File: config.mk
export PLATFORM = sky130hd
export DESIGN_NAME = mips_cpu_multdiv
export DESIGN_NICKNAME = d
export VERILOG_FILES = /design/src/rtl/mips_cpu_multdiv_pkg.sv /design/src/rtl/mips_cpu_multdiv_signfix.sv /design/src/rtl/mips_cpu_multdiv.sv
export SDC_FILE = /design/constraint.sdc
export NUM_CORES = 1
export LEC_CHECK = 0
export ABC_CLOCK_PERIOD_IN_PS = 7200
export CAP_MARGIN = 30
export CORE_ASPECT_RATIO = 1.75
export CORE_MARGIN = 2
export CORE_UTILIZATION = 60
export DETAILED_ROUTE_END_ITERATION = 7
export PLACE_DENSITY = 0.82
export SYNTH_ARGS = -nofsm -noshare
export SYNTH_HDL_FRONTEND = slang
export SYNTH_HIERARCHICAL = 1
export SYNTH_SLANG_ARGS = --single-unit
export TNS_END_PERCENT = 1
File: constraint.sdc
create_clock -name clk -period 7.2 [get_ports clk]
set_input_delay 0.72 -clock clk [delete_from_list [all_inputs] [get_ports clk]]
set_output_delay 0.72 -clock clk [all_outputs]
set_load 0.01 [all_outputs]
File: src/rtl/mips_cpu_multdiv_pkg.sv
`default_nettype none
// ============================================================================
// Module      : mips_cpu_multdiv_pkg
// Description : Shared types for the iterative multiply/divide unit.
// Revision    : 1.0 - initial release
// ============================================================================
package mips_cpu_multdiv_pkg;

    typedef enum logic [2:0] {
        MD_MULT  = 3'd0,
        MD_MULTU = 3'd1,
        MD_DIV   = 3'd2,
        MD_DIVU  = 3'd3,
        MD_MTHI  = 3'd4,
        MD_MTLO  = 3'd5
    } md_op_t;

    typedef enum logic [1:0] {
        IDLE = 2'd0,
        RUN  = 2'd1,
        FIN  = 2'd2
    } md_state_t;

    localparam int MD_OP_RESERVED_MIN = 6;

endpackage
`default_nettype wire

File: src/rtl/mips_cpu_multdiv_signfix.sv
`default_nettype none
// ============================================================================
// Module      : mips_cpu_multdiv_signfix
// Description : Operand magnitude/sign extraction and final two's-complement
//               correction of product, quotient and remainder.
// Revision    : 1.0 - initial release
// ============================================================================
module mips_cpu_multdiv_signfix
    import mips_cpu_multdiv_pkg::*;
#(
    parameter int WIDTH = 32
) (
    input  logic [WIDTH-1:0]   i_a,
    input  logic [WIDTH-1:0]   i_b,
    input  logic               i_sgn,
    output logic [WIDTH-1:0]   o_mag_a,
    output logic [WIDTH-1:0]   o_mag_b,
    output logic               o_neg_a,
    output logic               o_neg_b,
    input  logic [2*WIDTH-1:0] i_raw,
    input  logic               i_is_div,
    input  logic               i_neg_q,
    input  logic               i_neg_r,
    input  logic               i_div_zero,
    output logic [WIDTH-1:0]   o_fix_hi,
    output logic [WIDTH-1:0]   o_fix_lo
);

    logic [WIDTH-1:0]   w_quot;
    logic [WIDTH-1:0]   w_rem;
    logic [2*WIDTH-1:0] w_prod;

    assign o_neg_a = i_sgn & i_a[WIDTH-1];
    assign o_neg_b = i_sgn & i_b[WIDTH-1];
    // -2^(WIDTH-1) maps to itself; read as unsigned it is the correct magnitude
    assign o_mag_a = o_neg_a ? -i_a : i_a;
    assign o_mag_b = o_neg_b ? -i_b : i_b;

    assign w_quot = i_raw[WIDTH-1:0];
    assign w_rem  = i_raw[2*WIDTH-1:WIDTH];

    always_comb begin
        o_fix_hi = '0;
        o_fix_lo = '0;
        w_prod   = i_neg_q ? -i_raw : i_raw;
        if (!i_is_div) begin
            o_fix_hi = w_prod[2*WIDTH-1:WIDTH];
            o_fix_lo = w_prod[WIDTH-1:0];
        end else begin
            // Divide by zero leaves all-ones quotient regardless of signs
            o_fix_lo = i_div_zero ? '1 : (i_neg_q ? -w_quot : w_quot);
            o_fix_hi = i_neg_r ? -w_rem : w_rem;
        end
    end

endmodule
`default_nettype wire

File: src/rtl/mips_cpu_multdiv.sv
`default_nettype none
// ============================================================================
// Module      : mips_cpu_multdiv
// Description : Iterative shift-add multiplier / restoring divider with HI/LO.
// Revision    : 1.0 - initial release
// ============================================================================
module mips_cpu_multdiv
    import mips_cpu_multdiv_pkg::*;
#(
    parameter int WIDTH = 32,
    parameter int CNT_W = $clog2(WIDTH)
) (
    input  logic             clk,
    input  logic             reset,
    input  logic             start,
    input  logic [2:0]       op,
    input  logic [WIDTH-1:0] a,
    input  logic [WIDTH-1:0] b,
    output logic             busy,
    output logic             done,
    output logic [WIDTH-1:0] hi,
    output logic [WIDTH-1:0] lo
);

    localparam logic [1:0]       c_st_idle  = 2'(IDLE);
    localparam logic [1:0]       c_st_run   = 2'(RUN);
    localparam logic [1:0]       c_st_fin   = 2'(FIN);
    localparam logic [CNT_W-1:0] c_cnt_last = CNT_W'(WIDTH - 1);

    logic [1:0]         r_state;
    logic [CNT_W-1:0]   r_cnt;
    logic [2*WIDTH:0]   r_work;
    logic [WIDTH-1:0]   r_opnd;
    logic [WIDTH-1:0]   r_hi;
    logic [WIDTH-1:0]   r_lo;
    logic               r_isdiv;
    logic               r_negq;
    logic               r_negr;
    logic               r_divz;
    logic               r_busy;
    logic               r_done;

    logic               w_sgn;
    logic               w_reserved;
    logic [WIDTH-1:0]   w_mag_a;
    logic [WIDTH-1:0]   w_mag_b;
    logic               w_neg_a;
    logic               w_neg_b;
    logic [WIDTH-1:0]   w_fix_hi;
    logic [WIDTH-1:0]   w_fix_lo;
    logic [WIDTH:0]     w_madd;
    logic [WIDTH+1:0]   w_diff;
    logic [2*WIDTH:0]   w_step;

    assign w_sgn      = (op == MD_MULT) || (op == MD_DIV);
    assign w_reserved = (op >= 3'(MD_OP_RESERVED_MIN));

    mips_cpu_multdiv_signfix #(
        .WIDTH (WIDTH)
    ) u_signfix (
        .i_a        (a),
        .i_b        (b),
        .i_sgn      (w_sgn),
        .o_mag_a    (w_mag_a),
        .o_mag_b    (w_mag_b),
        .o_neg_a    (w_neg_a),
        .o_neg_b    (w_neg_b),
        .i_raw      (r_work[2*WIDTH-1:0]),
        .i_is_div   (r_isdiv),
        .i_neg_q    (r_negq),
        .i_neg_r    (r_negr),
        .i_div_zero (r_divz),
        .o_fix_hi   (w_fix_hi),
        .o_fix_lo   (w_fix_lo)
    );

    // Multiply: {acc, multiplier} shifts right; divide: {rem, dividend/quot} shifts left
    always_comb begin
        w_madd = r_work[2*WIDTH:WIDTH] + (r_work[0] ? {1'b0, r_opnd} : '0);
        w_diff = {1'b0, r_work[2*WIDTH-1:WIDTH-1]} - {2'b00, r_opnd};
        if (!r_isdiv) begin
            w_step = {1'b0, w_madd, r_work[WIDTH-1:1]};
        end else if (!w_diff[WIDTH+1]) begin
            w_step = {w_diff[WIDTH:0], r_work[WIDTH-2:0], 1'b1};
        end else begin
            w_step = {r_work[2*WIDTH-1:0], 1'b0};
        end
    end

    always_ff @(posedge clk or posedge reset) begin
        if (reset) begin
            r_state <= c_st_idle;
            r_cnt   <= '0;
            r_work  <= '0;
            r_opnd  <= '0;
            r_hi    <= '0;
            r_lo    <= '0;
            r_isdiv <= 1'b0;
            r_negq  <= 1'b0;
            r_negr  <= 1'b0;
            r_divz  <= 1'b0;
            r_busy  <= 1'b0;
            r_done  <= 1'b0;
        end else begin
            r_done <= 1'b0;
            case (r_state)
                c_st_idle: begin
                    if (start && !w_reserved) begin
                        case (op)
                            MD_MULT, MD_MULTU: begin
                                r_work  <= {{(WIDTH+1){1'b0}}, w_mag_b};
                                r_opnd  <= w_mag_a;
                                r_isdiv <= 1'b0;
                                r_negq  <= w_neg_a ^ w_neg_b;
                                r_negr  <= w_neg_a;
                                r_divz  <= 1'b0;
                                r_cnt   <= '0;
                                r_busy  <= 1'b1;
                                r_state <= c_st_run;
                            end
                            MD_DIV, MD_DIVU: begin
                                r_work  <= {{(WIDTH+1){1'b0}}, w_mag_a};
                                r_opnd  <= w_mag_b;
                                r_isdiv <= 1'b1;
                                r_negq  <= w_neg_a ^ w_neg_b;
                                r_negr  <= w_neg_a;
                                r_divz  <= (b == '0);
                                r_cnt   <= '0;
                                r_busy  <= 1'b1;
                                r_state <= c_st_run;
                            end
                            MD_MTHI: r_hi <= a;
                            MD_MTLO: r_lo <= a;
                            default: ;
                        endcase
                    end
                end
                c_st_run: begin
                    r_work <= w_step;
                    r_cnt  <= r_cnt + 1'b1;
                    if (r_cnt == c_cnt_last) begin
                        r_state <= c_st_fin;
                    end
                end
                c_st_fin: begin
                    r_hi    <= w_fix_hi;
                    r_lo    <= w_fix_lo;
                    r_done  <= 1'b1;
                    r_busy  <= 1'b0;
                    r_state <= c_st_idle;
                end
                default: r_state <= c_st_idle;
            endcase
        end
    end

    assign busy = r_busy;
    assign done = r_done;
    assign hi   = r_hi;
    assign lo   = r_lo;

endmodule
`default_nettype wire

==> results of run 1 <==
-- area by class of cell --
type,instances,area (um2)
multi-input cells,1724,10500
repair buffers,154,1530
well taps,316,395
fillers,2180,7710
clock inverters,13,169
flip-flops and latches,174,4360
clock buffers,18,439
inverters,73,279
-- power groups by stage --
stage | logic [mW] | registers [mW] | clock network [mW]
after floorplan | 4.21 | 1.95 | 0
after global placement | 5.75 | 2.25 | 0
after detailed placement | 5.89 | 2.27 | 0
after CTS | 5.94 | 2.25 | 0.998
after global routing | 6.65 | 2.32 | 1.03
final | 6.09 | 2.31 | 0.997
-- sequential cells by signal, summed over array words and instances (netlist names) --
signal	count
lo	32
busy	1
r_divz	1
r_negq	1
hi	32
r_cnt	5
r_negr	1
done	1
r_isdiv	1
r_work	65
r_opnd	32
r_state	2
-- worst min path at each step --
stage | from | to | slack [ns] | cells past startpoint
after floorplan | r_cnt[3] | r_cnt[3] | 0.44 | 1
after global placement | hi[25] | hi[25] | 0.47 | 2
after detailed placement | hi[20] | hi[20] | 0.47 | 2
after CTS | hi[20] | hi[20] | 0.49 | 2
after global routing | hi[2] | hi[2] | 0.51 | 2
final | hi[20] | hi[20] | 0.48 | 2
-- cells in the final DEF, fill, tap and decap left out, types with 31 or more instances in the layout --
| cell type | instances |
|---|---|
| clkdlybuf4s50_1 | 135 |
| a21oi_1 | 213 |
| dfrtp_1 | 173 |
| o21ai_0 | 201 |
| nand3_1 | 60 |
| ha_1 | 70 |
| inv_1 | 72 |
| nor2_1 | 156 |
| and2_1 | 39 |
| nand2_1 | 331 |
| xnor2_1 | 82 |
| nor3_1 | 32 |
| xor2_1 | 90 |
| nor2b_1 | 43 |
| mux2_2 | 31 |
| a31oi_1 | 50 |
-- critical path, cell delays in order (launching register included) --
cell      delay [ns]
dfrtp_1         0.64
ha_1            0.38
a21oi_1         0.32
o21ai_0         0.18
a221oi_1        0.46
nor3_1          0.19
nor2_1          0.17
o211a_1         0.74
buf_4           0.39
o21ai_0         0.15
a221o_1         0.31
-- logic make-up after synthesis --
kind of cell	count (synthesis)
multiplexers	41
AND/OR/NAND/NOR	809
XOR/XNOR	172
AO/OA/AOI/OAI	630
flip-flops	174
buffers and inverters	186
adder cells (fa/ha/maj)	72
-- per-layer routing --
metal	up-vias	GRT usage, %	part of all wire (%)
met4	0	42.7	12
li1	7534	-	-
met3	367	7.28	7.0
met5	-	0	0
met1	7888	46.8	33
met2	1016	75.5	48
-- Yosys cell counts (44+ instances only) --
| library cell | instances | area (um2) |
|---|---|---|
| nand2_1 | 331 | 1240 |
| a21oi_1 | 213 | 1070 |
| o21ai_0 | 201 | 1010 |
| dfrtp_1 | 174 | 4350 |
| nor2_1 | 159 | 597 |
| clkbuf_1 | 99 | 372 |
| xor2_1 | 90 | 788 |
| xnor2_1 | 82 | 718 |
| inv_1 | 73 | 274 |
| ha_1 | 70 | 876 |
| nand3_1 | 60 | 300 |
| a31oi_1 | 50 | 313 |
| nor2b_1 | 44 | 275 |
-- metrics by stage --
stage                     total power, mW  area, um2  hold WS, ns
after floorplan                      6.16      15500        0.442
after global placement               8.00      17000        0.466
after detailed placement             8.16      17000        0.470
after CTS                            9.19      17600        0.487
after global routing                 10.0      17600        0.507
final                                9.39      17600        0.479
==> summary by stage, run 1 <==
Finish
After the last flow step, the layout net total stands at 2286. Once layout is complete, the utilization of the core stands at 69.6%. The non-filler instance count after layout is about 2500.

Compared with the post-synthesis result, the final layout area differs by 13.8%. The number of antenna diodes in the final layout is 0. The fraction of final layout cells with drive strength greater than 1 is between 5 and 6%.

Power
The clock network accounts for a little over a tenth of the total power. Of the total power, combinational logic draws 64.8%. For this design the total switching power over the nets is between 4 and 5 mW. The worst-case IR drop observed on VDD is 0.310 mV.

In this run, flip-flops and latches consume ~25% of the power. The switching fraction of total power is 51.9%. For this design the ratio of total power to cell area is 533 nW/um2.

The internal portion of the total power is roughly 4.5 mW. The static leakage power is 7.49 nW.

Logic synthesis
The synthesis warning total is 6. The average instance in the mapped netlist occupies between 7 and 8 um2. The share of synthesized registers carrying an async set or reset is 100%. Summing the areas of all compound-gate instances in the mapped netlist gives 24.2% of the synthesized area. The cell area that synthesis handed to floorplanning was approximately 15000 um2. The main combinational cell family by area after synthesis is simple AND/OR/NAND/NOR gates. The number of different library cells used by synthesis comes to between 70 and 80. After Yosys synthesis, and, or, nand and nor cells account for 24.5% of the synthesized area. The portion of synthesized area spent on multiplexers is 2.90%. The post-synthesis cell count is 2084.

Counting every net in the synthesized netlist gives roughly 2200. The xor and xnor fraction of the mapped netlist area is 9.72%. Counting flops with a built-in enable in the synthesized netlist gives 0. The post-synthesis sequential area ratio is 28.1%. The post-synthesis adder-cell area fraction is 5.91%. In the synthesized netlist the dominant register cell turns out to be dfrtp_1. After synthesis the netlist holds a flip-flop and latch count of 174.

Drt
Dividing the detail-routed wire length by the instance count gives around 25 um. The final route contains 16805 vias. The number of design-rule violations left by the first detailed-router iteration is 1794. Using the TritonRoute via totals, the vias-per-cell ratio works out to between 6 and 7. Summed over all layers, the routed wires come to about 62000 um.

The final antenna-violating net count is 0. After detailed routing, the number of remaining DRC violations is 0. The number of iterations in the first detailed-routing pass is 6.

Floorplan
The total number of placement rows is between 70 and 80. The area of the die is 27200 um2. After floorplanning, the core was sized to cover 25300 um2. The width of the die is approximately 130 um.

The effective utilization at floorplan is 61.2%. Pin placement for this block handled between 100 and 150 I/O pins. From bottom edge to top edge, the die measures 217 um.

Worst hold path
The type of the tightest min-delay check is flop to flop.

Worst setup path
The most critical setup path has its startpoint at r_work[41]. The worst register-to-register path begins at r_work[41]. The kind of start point of the critical path is a flop.

The end point of the critical path is r_work[38]. STA classifies the critical path endpoint as a flop. The number of cells traversed by the worst register-to-register path is 10. The endpoint identified for the worst register-to-register timing path is r_work[38].

For the worst setup path, the data required time is 7.54 ns. The worst reg-to-reg setup slack is roughly 3.1 ns. The largest fanout on the critical path is 25. The critical path class is flop to flop. Data on the critical path arrives at its endpoint at 4.40 ns.

STA
In the finished design, the share of the clock period the worst path needs comes to 56.3%. Setup violations remaining at the end of the flow were counted as 0. The worst path meets setup with roughly 3.1 ns of slack. For the final database, setup skew stands at 0.00758 ns. The pin slew with the least headroom to its limit is 1.10 ns. Setup repair after global routing left no endpoint under its margin.

In this run the tightest slew margin relative to its limit is 26.9%. The highest attainable clock frequency is 247 MHz. The count of final hold-check violations is 0.

The number of slew-limit violations in the final report was 0. After routing, the total negative slack on setup checks comes to 0 ns. For the finished layout, the period the worst path requires is 4.05 ns.

GRT
The initial antenna violation count is 0. The number of global-route vias before repair is 16418. The largest net degree at the start of global routing is 99. Global routing consumed, over all layers together, 44.9% of the routing resources. The wire length of the first global-routing pass is between 90000 and 100000 um. Global routing finished with a remaining overflow of 0.

Clock network
The total of cells resized after clock tree synthesis is 0. The insertion delay of the later-clocked pin in the worst-skew pair is 0.46 ns. The number of CTS-inserted buffers is 17. The clock tree from TritonCTS is yes. The clock net in this run drives a total of 174 sinks. The clock root buffer is clkbuf_16. Hold repair after CTS inserted 0 buffers.

In this run the deepest clock path goes through 2 buffers. The post-CTS clock slew at the launch and capture registers of the worst setup and hold paths is 0.07 ns. The number of setup buffers added after CTS is 0.

The clock tree synthesis step divided the H-tree into 4 levels.

Place
Buffers placed on the I/O ports in this run total around 140. The congestion estimate from routability-driven global placement came to roughly 1.0. Once placement completed, the tool counted placed cells totaling 2440. Prior to clock tree synthesis, the placed netlist has a worst setup slack of 3.17 ns. Detailed placement finished with a half-perimeter wire length of 46800 um.

Flow run
The number of violations of the max-capacitance limit is 0.

Run status
The flow ran to the end, and the final reports show no timing, DRC or antenna violations.
No activity file was read; power rests on OpenSTA's default activity.
==> run 2, diff against run 1 <==
--- a/config.mk
+++ b/config.mk
@@ -5,7 +5,7 @@
 export SDC_FILE = /design/constraint.sdc
 export NUM_CORES = 1
 export LEC_CHECK = 0
-export ABC_CLOCK_PERIOD_IN_PS = 7200
+export ABC_CLOCK_PERIOD_IN_PS = 3760
 export CAP_MARGIN = 30
 export CORE_ASPECT_RATIO = 1.75
 export CORE_MARGIN = 2
==> constraint.sdc (replaced) <==
create_clock -name clk -period 3.76 [get_ports clk]
set_input_delay 0.376 -clock clk [delete_from_list [all_inputs] [get_ports clk]]
set_output_delay 0.376 -clock clk [all_outputs]
set_load 0.01 [all_outputs]
==> run 2 against run 1 <==
- the flow now finishes with violations (DRC)
- fmax is 18% higher
- wire length is 1.8% lower
- die area stayed put
- flip-flop and latch count stayed put
- setup slack worse by 2.8 ns
- first-iteration DRC count is 6.2% higher
- critical path depth is 3 higher
==> summary by stage, run 2 (same netlist as run 1, synthesis figures left out) <==
Worst setup path
In this run the register-to-register setup slack is between 0.3 and 0.4 ns. STA classifies the critical path endpoint as a flop. Walking the worst path, the cells encountered are inv_1 > ha_1 > and4_1 > nand4_1 > or3_1 > a311oi_2 > buf_4 > nor2_1 > o21ai_0 > nand2b_1 > buf_12 > mux2i_1 > o221ai_1.

The source of the worst register-to-register timing path is r_opnd[22]. The kind of start point of the critical path is a flop. In this run the worst path has a maximum fanout of 7. The largest single stage delay on the critical path is 0.44 ns. Measured in cells, the most critical reg-to-reg path has a length of 13. The critical path is of the flop to flop type.

The cell with the largest stage delay on the worst path is or3_1. The worst endpoint data arrival time is 3.75 ns. The worst register-to-register path ends at r_work[62]. The required time at the endpoint of the critical path is 4.07 ns.

STA
Timing would allow up to around 290 MHz. The setup slack after layout is 0.318 ns. The pin slew with the least headroom to its limit is a little over 1 ns. Setup violations remaining at the end of the flow were counted as 0. The worst pin sits at a relative slew slack of 32.4%.

The setup total negative slack is 0 ns. The worst path needs 3.44 ns of the cycle, external delays included. The number of slew-limit violations in the final report is 0. The count of final hold-check violations came to 0. The post-route clock period utilization is 91.6%.

The final worst clock skew is ~0.013 ns. Setup repair after global routing left no endpoint under its margin.

Clock network
In this run, post-CTS repair resized a total of 0 instances. The post-CTS clock slew at the launch and capture registers of the worst setup and hold paths is ~0.070 ns. The number of CTS-inserted buffers is 17. The number of levels the H-tree was split into is 4. The cts-stage hold buffer count is 0.

The insertion delay of the later-clocked pin in the worst-skew pair is 0.47 ns. The clock root buffer is clkbuf_16. The clock tree from TritonCTS is yes. The number of buffers added for setup after CTS is 0.

The clock passes through at most 2 buffers. Counting every sink on the clock net gives approximately 170.

Power
The worst ir drop on vdd is 0.505 mV. The power density over the cells is 998 nW/um2. The static leakage power is slightly below 8 nW.

Run status
The checks that failed: DRC. The run finished, with violations left.

GRT
In this run the most used layer during global routing was met2. The met1 usage is between 40% and 50%. In the global route stage, met2 resource usage came out at 73.3%. Entering global routing, the biggest net connects 65 pins.

The number of global-route vias before repair is 16509. The wire length of the first global-routing pass is 92100 um. The initial antenna violation count is 1. Global routing used 7.21% of the available met3 tracks.

The remaining global-route overflow is 0. The total global routing track utilization is 44.2%.

Floorplan
In this run the vertical extent of the chip is roughly 220 um. The effective utilization at floorplan is 61.2%. In this run the count of I/O pins placed on the die edge is 136. The total area inside the core boundary comes to between 20000 and 30000 um2. The die covers 27200 um2.

The total number of placement rows is 77. The width of the die is 125 um.

Flow run
The number of violations of the max-capacitance limit is 0.

Finish
The number of flip-flops under the largest register name is 65. The register with the most flip-flops in the final layout is r_work. The library cell used most frequently in the layout, excluding fill and tap cells, is nand2_1. In the final layout, the share of cells above drive strength 1 is 8.46%. Leaving out fill and tap cells, the most frequent cells in the layout are 331 x nand2_1, 213 x a21oi_1, 201 x o21ai_0. The final non-filler cell area is 18200 um2.

The relative area change from synthesis to final layout is 17.6%. Excluding fillers, the count of instances in the completed layout stands at between 2000 and 3000. The final net count is about 2400.

Drt
Using the TritonRoute via totals, the vias-per-cell ratio works out to 6.67. The final route contains 17017 vias. The post-route DRC violation count is 2. The number of iterations in the first detailed-routing pass is 8. For this block, the initial DRC count from the detailed router was between 1500 and 2000. The final antenna-violating net count is 0. Dividing the detail-routed wire length by the instance count gives ~24 um.

Wires add up to 60500 um.

Place
The count of buffers from port buffering is 135. The number of cells after detailed placement is 2520. At the end of routability-driven placement, the weighted congestion stood at ~1.1. Once placement finished, the instance area stood at 17600 um2. Once detailed placement completed, the half-perimeter wirelength came to 47300 um. At the placement stage, the worst setup path has a slack of around 0.26 ns.

Worst hold path
The min-delay analysis places its worst path in the category input port to async pin.
-- run 2: worst max path at each step --
stage	from	to
2_1_floorplan	r_work[32]	r_work[59]
3_3_place_gp	a[12]	r_work[30]
3_5_place_dp	a[12]	r_work[30]
4_1_cts	r_work[31]	r_work[62]
5_1_grt	r_work[0]	r_work[60]
6_report	r_opnd[22]	r_work[62]
-- run 2: critical path: cells and delay by family (launching register included) --
kind / cells / cell delay [ns]
multiplexers: 1 / 0.21
buffers and inverters: 3 / 0.39
adder cells (fa/ha/maj): 1 / 0.36
AO/OA/AOI/OAI: 3 / 0.77
flip-flops: 1 / 0.38
AND/OR/NAND/NOR: 5 / 1.18
-- run 2: metrics by stage --
stage               power [mW]  hold slack, ns  utilization [%]
detailed placement        16.0           0.475             69.6
global placement          15.7           0.466             69.5
finish                    18.2           0.192             71.9
CTS                       17.8           0.192             71.9
floorplan                 11.8           0.442                -
global route              19.4           0.190             71.9
-- run 2: layer usage --
metal / up-vias / share of wire, %
met4: 2 / 12
met5: - / 0.021
met1: 8018 / 34
met3: 346 / 7.3
li1: 7686 / -
met2: 965 / 47
-- run 2: layout make-up --
cell class	instances	area [um2]
clock inverters	13	143
fillers	2182	7120
well taps	316	395
repair buffers	233	2150
multi-input cells	1724	10500
flip-flops and latches	174	4360
diodes	1	2.50
clock buffers	18	429
inverters	73	278
-- run 2: report_power, final --
group	switching, mW	total (mW)	leakage (nW)	internal [mW]
Combinational	7.26	12.5	5.51	5.26
Sequential	1.06	3.84	2.07	2.78
Clock	0.833	1.81	0.265	0.978
==> run 3, diff against run 2 <==
--- a/config.mk
+++ b/config.mk
@@ -5,7 +5,6 @@
 export SDC_FILE = /design/constraint.sdc
 export NUM_CORES = 1
 export LEC_CHECK = 0
-export ABC_CLOCK_PERIOD_IN_PS = 3760
 export CAP_MARGIN = 30
 export CORE_ASPECT_RATIO = 1.75
 export CORE_MARGIN = 2
==> results of run 3 <==
No change in the layout: final DEF, timing and power equal those of run 2.
